## config.mk

```make
export PLATFORM = sky130hd
export DESIGN_NAME = pong_game_ctrl
export DESIGN_NICKNAME = d
export VERILOG_FILES = /design/src/rtl/pong_game_ctrl.sv
export SDC_FILE = /design/constraint.sdc
export NUM_CORES = 1
export LEC_CHECK = 0
export ABC_AREA = 0
export BUFFER_PORTS_ARGS = -buffer_cell sky130_fd_sc_hd__buf_2
export CORE_MARGIN = 1.5
export CORE_UTILIZATION = 55
export CTS_CLUSTER_SIZE = 30
export DETAILED_ROUTE_END_ITERATION = 12
export GPL_ROUTABILITY_DRIVEN = 0
export HOLD_SLACK_MARGIN = 0.08
export PLACE_DENSITY = 0.76
export SLEW_MARGIN = 10
export SYNTH_ARGS = -nofsm -noshare
export SYNTH_HDL_FRONTEND = slang
export SYNTH_SLANG_ARGS = --single-unit
export TNS_END_PERCENT = 1
```

## constraint.sdc

```tcl
create_clock -name clk -period 6.67 [get_ports clk]
set_input_delay 0.3335 -clock clk [delete_from_list [all_inputs] [get_ports clk]]
set_output_delay 0.3335 -clock clk [all_outputs]
set_load 0.02 [all_outputs]
```

## src/rtl/pong_game_ctrl.sv

```systemverilog
// Frame-ticked Pong game controller: paddles, ball physics, scoring and the game FSM.
// All game state advances once per frame on the registered rising edge of vsync.
module pong_game_ctrl #(
  parameter int SCR_W     = 1024,
  parameter int SCR_H     = 768,
  parameter int PAD_W     = 16,
  parameter int PAD_H     = 96,
  parameter int BALL_SZ   = 16,
  parameter int PAD_SPD   = 8,
  parameter int BALL_SPD  = 4,
  parameter int PAD1_X    = 32,
  parameter int PAD2_X    = 976,
  parameter int WIN_SCORE = 7,
  parameter int SERVE_FR  = 60
) (
  input  logic        clk,
  input  logic        clr,
  input  logic        vsync,
  input  logic        start,
  input  logic        p1_up,
  input  logic        p1_dn,
  input  logic        p2_up,
  input  logic        p2_dn,
  output logic [10:0] ball_x,
  output logic [10:0] ball_y,
  output logic [10:0] pad1_y,
  output logic [10:0] pad2_y,
  output logic [3:0]  score1,
  output logic [3:0]  score2,
  output logic [2:0]  state,
  output logic        frame_upd
);

  typedef enum logic [2:0] {
    S_IDLE  = 3'd0,
    S_SERVE = 3'd1,
    S_PLAY  = 3'd2,
    S_POINT = 3'd3,
    S_OVER  = 3'd4
  } state_t;

  localparam int CW = $clog2(SERVE_FR + 1);

  localparam logic [10:0] BALL_X0  = 11'((SCR_W - BALL_SZ) / 2);
  localparam logic [10:0] BALL_Y0  = 11'((SCR_H - BALL_SZ) / 2);
  localparam logic [10:0] PAD_Y0   = 11'((SCR_H - PAD_H) / 2);
  localparam logic [10:0] PAD_YMAX = 11'(SCR_H - PAD_H);
  localparam logic [10:0] HIT_L_X  = 11'(PAD1_X + PAD_W);
  localparam logic [10:0] HIT_R_X  = 11'(PAD2_X - BALL_SZ);
  localparam logic [10:0] WALL_B_Y = 11'(SCR_H - BALL_SZ);
  localparam logic [3:0]  WIN      = 4'(WIN_SCORE);

  // Ball arithmetic is done signed and two bits wider so a step past 0 cannot wrap.
  localparam logic signed [12:0] K_SPD  = 13'(BALL_SPD);
  localparam logic signed [12:0] K_SZ   = 13'(BALL_SZ);
  localparam logic signed [12:0] K_PADH = 13'(PAD_H);
  localparam logic signed [12:0] K_LEDG = 13'(PAD1_X + PAD_W);
  localparam logic signed [12:0] K_REDG = 13'(PAD2_X);
  localparam logic signed [12:0] K_XMAX = 13'(SCR_W - BALL_SZ);
  localparam logic signed [12:0] K_YMAX = 13'(SCR_H - BALL_SZ);

  state_t          state_reg, state_next;
  logic [CW-1:0]   count_reg, count_next;
  logic [10:0]     ball_x_reg, ball_x_next;
  logic [10:0]     ball_y_reg, ball_y_next;
  logic [10:0]     pad1_reg, pad1_next;
  logic [10:0]     pad2_reg, pad2_next;
  logic [3:0]      score1_reg, score1_next;
  logic [3:0]      score2_reg, score2_next;
  logic            dx_reg, dx_next;      // 1 = right
  logic            dy_reg, dy_next;      // 1 = down
  logic            scorer_reg, scorer_next; // 1 = P1 took the point
  logic            vs_q1_reg, vs_q2_reg;
  logic            frame_upd_reg;
  logic [4:0]      btn_s1_reg, btn_s2_reg;
  logic            start_q_reg;

  logic            tick;
  logic            start_rise;
  logic            p1u, p1d, p2u, p2d;
  logic            point_wins;

  logic signed [12:0] bx, by, p1s, p2s, nx, ny;
  logic               ov1, ov2, hit_l, hit_r, miss_l, miss_r;

  assign tick       = vs_q1_reg & ~vs_q2_reg;
  assign p1u        = btn_s2_reg[0];
  assign p1d        = btn_s2_reg[1];
  assign p2u        = btn_s2_reg[2];
  assign p2d        = btn_s2_reg[3];
  assign start_rise = btn_s2_reg[4] & ~start_q_reg;
  assign point_wins = ((scorer_reg ? score1_reg : score2_reg) == WIN - 4'd1);

  assign bx  = $signed({2'b00, ball_x_reg});
  assign by  = $signed({2'b00, ball_y_reg});
  assign p1s = $signed({2'b00, pad1_reg});
  assign p2s = $signed({2'b00, pad2_reg});
  assign nx  = dx_reg ? bx + K_SPD : bx - K_SPD;
  assign ny  = dy_reg ? by + K_SPD : by - K_SPD;

  // Hit tests use the paddle positions from before this frame's paddle move.
  assign ov1    = (by + K_SZ > p1s) && (by < p1s + K_PADH);
  assign ov2    = (by + K_SZ > p2s) && (by < p2s + K_PADH);
  assign hit_l  = !dx_reg && (nx <= K_LEDG) && ov1;
  assign hit_r  = dx_reg && (nx + K_SZ >= K_REDG) && ov2;
  assign miss_l = !dx_reg && (bx <= K_SPD) && !hit_l;
  assign miss_r = dx_reg && (nx >= K_XMAX) && !hit_r;

  function automatic logic [10:0] pad_step(input logic [10:0] y, input logic up, input logic dn);
    logic [10:0] r;
    r = y;
    if (up && !dn)
      r = (y < 11'(PAD_SPD)) ? 11'd0 : y - 11'(PAD_SPD);
    else if (dn && !up)
      r = (y >= PAD_YMAX - 11'(PAD_SPD)) ? PAD_YMAX : y + 11'(PAD_SPD);
    return r;
  endfunction

  always_ff @(posedge clk) begin
    if (clr) state_reg <= S_IDLE;
    else     state_reg <= state_next;
  end

  always_comb begin
    state_next = state_reg;
    case (state_reg)
      S_IDLE:  if (start_rise) state_next = S_SERVE;
      S_SERVE: if (tick && count_reg == CW'(SERVE_FR - 1)) state_next = S_PLAY;
      S_PLAY:  if (tick && (miss_l || miss_r)) state_next = S_POINT;
      S_POINT: state_next = point_wins ? S_OVER : S_SERVE;
      S_OVER:  if (start_rise) state_next = S_SERVE;
      default: state_next = S_IDLE;
    endcase
  end

  always_comb begin
    count_next  = count_reg;
    ball_x_next = ball_x_reg;
    ball_y_next = ball_y_reg;
    pad1_next   = pad1_reg;
    pad2_next   = pad2_reg;
    score1_next = score1_reg;
    score2_next = score2_reg;
    dx_next     = dx_reg;
    dy_next     = dy_reg;
    scorer_next = scorer_reg;
    case (state_reg)
      S_IDLE: if (start_rise) count_next = '0;
      S_SERVE: if (tick) begin
        pad1_next   = pad_step(pad1_reg, p1u, p1d);
        pad2_next   = pad_step(pad2_reg, p2u, p2d);
        ball_x_next = BALL_X0;
        ball_y_next = BALL_Y0;
        count_next  = count_reg + CW'(1);
      end
      S_PLAY: if (tick) begin
        pad1_next = pad_step(pad1_reg, p1u, p1d);
        pad2_next = pad_step(pad2_reg, p2u, p2d);
        if (miss_l || miss_r) begin
          scorer_next = miss_r;
        end else begin
          if (hit_l) begin
            ball_x_next = HIT_L_X;
            dx_next     = 1'b1;
          end else if (hit_r) begin
            ball_x_next = HIT_R_X;
            dx_next     = 1'b0;
          end else begin
            ball_x_next = nx[10:0];
          end
          if (!dy_reg && ball_y_reg < 11'(BALL_SPD)) begin
            ball_y_next = '0;
            dy_next     = 1'b1;
          end else if (dy_reg && ny >= K_YMAX) begin
            ball_y_next = WALL_B_Y;
            dy_next     = 1'b0;
          end else begin
            ball_y_next = ny[10:0];
          end
        end
      end
      S_POINT: begin
        if (scorer_reg) begin
          if (score1_reg < WIN) score1_next = score1_reg + 4'd1;
        end else begin
          if (score2_reg < WIN) score2_next = score2_reg + 4'd1;
        end
        if (!point_wins) begin
          count_next  = '0;
          ball_x_next = BALL_X0;
          ball_y_next = BALL_Y0;
          dx_next     = scorer_reg;  // serve toward the player who lost the point
          dy_next     = !dy_reg;
        end
      end
      S_OVER: if (start_rise) begin
        score1_next = '0;
        score2_next = '0;
        pad1_next   = PAD_Y0;
        pad2_next   = PAD_Y0;
        dx_next     = 1'b1;
        count_next  = '0;
        ball_x_next = BALL_X0;
        ball_y_next = BALL_Y0;
      end
      default: ;
    endcase
  end

  always_ff @(posedge clk) begin
    if (clr) begin
      count_reg     <= '0;
      ball_x_reg    <= BALL_X0;
      ball_y_reg    <= BALL_Y0;
      pad1_reg      <= PAD_Y0;
      pad2_reg      <= PAD_Y0;
      score1_reg    <= '0;
      score2_reg    <= '0;
      dx_reg        <= 1'b1;
      dy_reg        <= 1'b1;
      scorer_reg    <= 1'b0;
      vs_q1_reg     <= 1'b0;
      vs_q2_reg     <= 1'b0;
      frame_upd_reg <= 1'b0;
      btn_s1_reg    <= '0;
      btn_s2_reg    <= '0;
      start_q_reg   <= 1'b0;
    end else begin
      count_reg     <= count_next;
      ball_x_reg    <= ball_x_next;
      ball_y_reg    <= ball_y_next;
      pad1_reg      <= pad1_next;
      pad2_reg      <= pad2_next;
      score1_reg    <= score1_next;
      score2_reg    <= score2_next;
      dx_reg        <= dx_next;
      dy_reg        <= dy_next;
      scorer_reg    <= scorer_next;
      vs_q1_reg     <= vsync;
      vs_q2_reg     <= vs_q1_reg;
      frame_upd_reg <= tick;
      btn_s1_reg    <= {start, p2_dn, p2_up, p1_dn, p1_up};
      btn_s2_reg    <= btn_s1_reg;
      start_q_reg   <= btn_s2_reg[4];
    end
  end

  assign ball_x    = ball_x_reg;
  assign ball_y    = ball_y_reg;
  assign pad1_y    = pad1_reg;
  assign pad2_y    = pad2_reg;
  assign score1    = score1_reg;
  assign score2    = score2_reg;
  assign state     = state_reg;
  assign frame_upd = frame_upd_reg;

endmodule
```

==> flow_metrics.py <==
metrics = {
    "critical_path": {
        "ff2ff_setup_slack_ns": 2.58,
        "r2r_end": "ball_y[7]",
        "startpoint": "pad2_y[6]",
        "crit_path_start_kind": "flop",
        "worstSetupPathType": "flop to flop",
        "cp_max_fo": 19,
        "crit_required_ns": 6.90,
        "end_kind": "flop",
        "r2r-start": "pad2_y[6]",
        "crit_arrival_ns": 4.32,
        "reg2regPathDepth": 13,
    },
    "logic_synthesis": {
        "postSynthAreaPerCell_um2": 7.82,
        "synth_edf_count": 0,
        "yosys-top-cells-area": "dfxtp_1, ha_1, nor2_1, xnor2_1, nand2_1",
        "postSynthCellCount": 701,
        "synthFlopType": "dfxtp_1",
        "synth_top_family_by_area": "simple AND/OR/NAND/NOR gates",
        "yosysWarnings": 0,
        "synth-simple-area-share_pct": 27.2,
        "synth_area_mm2": 0.00548,
        "synth_seq_area_share_pct": 24.8,
        "synth_top_area_share_pct": 24.8,
        "synthAdderAreaFrac_pct": 11.6,
        "async_flop_share_pct": 0,
        "synthXorXnorAreaFrac_pct": 6.18,
        "synth-compound-area-share_pct": 21.7,
        "synthMuxAreaShare_pct": 1.85,
        "synthDistinctLibCells": 75,
        "yosys_register_bits": 68,
        "synth_top_cell_by_area": "dfxtp_1",
    },
    "clock_network": {
        "cts_root_buf": "clkbuf_8",
        "numCtsBuffers": 9,
        "clk_latency_ns": 0.36,
        "cts_tree": "yes",
        "cts_hold_repair.buffers": 0,
        "clk_path_buf_depth": 2,
        "cts.sinks": 68,
        "clkTransAtPathRegs_ns": 0.08,
        "cts_resized": 0,
        "postCtsSetupBuffers": 0,
        "htreeDepth": 3,
    },
    "drt": {
        "drtIter0Drc": 298,
        "route.detailed.drc": 0,
        "ant_nets": 0,
        "firstDrtPassIters": 4,
        "vias_per_cell": 6.16,
        "wl_um": 14200,
        "wl_per_cell_um": 16.3,
        "route.vias.total": 5368,
    },
    "final_layout": {
        "diodes": 0,
        "layout.nets": 792,
        "drive_above_1_share_pct": 11.5,
        "syn_to_final_growth_pct": 8.12,
        "final_common_cell": "dfxtp_1",
        "final_cell_mix": "dfxtp_1, nor2_1, nand2_1, buf_2, ha_1",
    },
    "timing": {
        "period_share_pct": 61.4,
        "fin_skew_ns": 0.00822,
        "relSlewSlack_pct": 46.3,
        "tns_ns": 0,
        "final_max_slew_viol_count": 0,
        "max_freq_mhz": 244,
        "period_needed_ns": 4.09,
        "fin_hold_ws_ns": 0.186,
        "setup_viol": 0,
        "finalHoldViolCount": 0,
        "worst_pin_slew_ns": 0.798,
        "rsz0062_at_grt": "false",
    },
    "power_and_ir_drop": {
        "swShare_pct": 25.7,
        "power.share.combinational_pct": 4.8,
        "internal-power_uw": 597,
        "pwr-share-clk_pct": 43.7,
        "ir_drop_mv": 0.130,
        "p_leak_nw": 2.49,
        "seq_power_share_pct": 51.4,
        "switchingPower_uw": 207,
        "p_per_area_mw_per_mm2": 136,
    },
    "floorplan": {
        "fp.dieArea_mm2": 0.0106,
        "die_w_um": 103,
        "die_h_um": 103,
        "ioPinCount": 64,
        "initial_core_util_pct": 56.4,
        "rows": 36,
        "coreArea_mm2": 0.00973,
    },
    "min_path": {
        "hold_path_class": "primary input to flop",
        "hold_depth": 2,
        "min_from": "p1_dn",
        "min_to": "btn_s1_reg[1]",
    },
    "placement": {
        "io_buffers": 53,
        "dp_hpwl_um": 10500,
    },
    "global_routing": {
        "use_met1_pct": 34.8,
        "grt_usage_pct": 28.1,
        "grt_use_met2_pct": 49.4,
        "overflow": 0,
        "grt_max_degree": 59,
        "antenna_found_initial": 0,
        "grt_pass1_vias": 5077,
        "grtUsageMet3_pct": 3.93,
        "top_usage_layer": "met2",
        "grt_first_pass_wirelength_um": 23500,
    },
    "flow_run": {
        "drv_cap": 0,
    },
    "outcome": {
        "status": "complete, no violations",
    },
}
power groups by stage:
stage / combinational (mW) / clock [mW] / sequential [mW]
2_1_floorplan: 0.0347 / 0 / 0.422
4_1_cts: 0.0386 / 0.353 / 0.413
5_1_grt: 0.0433 / 0.370 / 0.414
3_5_place_dp: 0.0383 / 0 / 0.423
6_report: 0.0389 / 0.352 / 0.413
3_3_place_gp: 0.0376 / 0 / 0.423
per-layer routing:
metal  part of all wire (%)  routed length [um]
met4                    2.2                 316
met5                      0                   0
met3                    5.3                 758
met1                     43                6080
met2                     50                7070
how the worst max path moves through the flow:
stage	to
3_3_place_gp	ball_y[7]
4_1_cts	ball_y[7]
6_report	ball_y[7]
2_1_floorplan	ball_x[6]
3_5_place_dp	ball_y[7]
5_1_grt	ball_y[7]
metrics by stage:
stage	std cells	area, um2	setup WS [ns]	power [mW]	util (%)
after global routing	871	5930	2.19	0.827	60.9
after floorplan	710	5520	3.15	0.457	-
final	871	5930	2.58	0.804	60.9
after detailed placement	855	5730	2.66	0.461	58.9
after CTS	871	5930	2.63	0.805	60.9
after global placement	855	5730	2.77	0.460	58.9
cell usage after synthesis (4+ instances only):
library cell	instances
a211oi_1	6
a21o_1	10
a21oi_1	37
a31oi_1	13
a32oi_1	4
and2_1	6
and3_1	9
and4_1	6
buf_2	4
buf_4	13
clkbuf_1	23
dfxtp_1	68
ha_1	51
inv_1	32
mux2i_1	9
nand2_1	55
nand2b_1	14
nand3_1	30
nand4_1	10
nor2_1	59
nor2b_1	25
nor3_1	28
nor3b_1	4
nor4_1	8
o211ai_1	4
o21ai_0	38
o221ai_1	5
o22a_1	6
o22ai_1	7
or3_1	7
or4_1	4
xnor2_1	24
xor2_1	12
worst max-delay path, cell delays in order, from the launching register on:
cell and delay (ns):
dfxtp_1 0.44, inv_1 0.16, ha_1 0.28, xor2_1 0.16
ha_1 0.30, a21o_1 0.16, a21o_1 0.17, a2111oi_0 0.37
or3_1 0.16, o311ai_0 0.18, a21o_1 0.38, a211oi_4 0.71
or2_1 0.33, o221ai_1 0.16
area by class of cell:
| class | count | area, um2 |
|---|---|---|
| clock buffers | 9 | 124 |
| clock inverters | 7 | 75.1 |
| fillers | 898 | 3800 |
| inverters | 35 | 131 |
| multi-input cells | 565 | 3800 |
| flip-flops and latches | 68 | 1360 |
| well taps | 133 | 166 |
| repair buffers | 54 | 273 |
cell families (layout without fill, tap and decap cells):
logic type               after synthesis  in the layout
buffers and inverters                 77            105
AND/OR/NAND/NOR                      284            284
adder cells (fa/ha/maj)               51             51
flip-flops                            68             68
other                                  1             10
XOR/XNOR                              37             37
multiplexers                          10             10
AO/OA/AOI/OAI                        173            173
No activity file was read; power rests on OpenSTA's default activity.
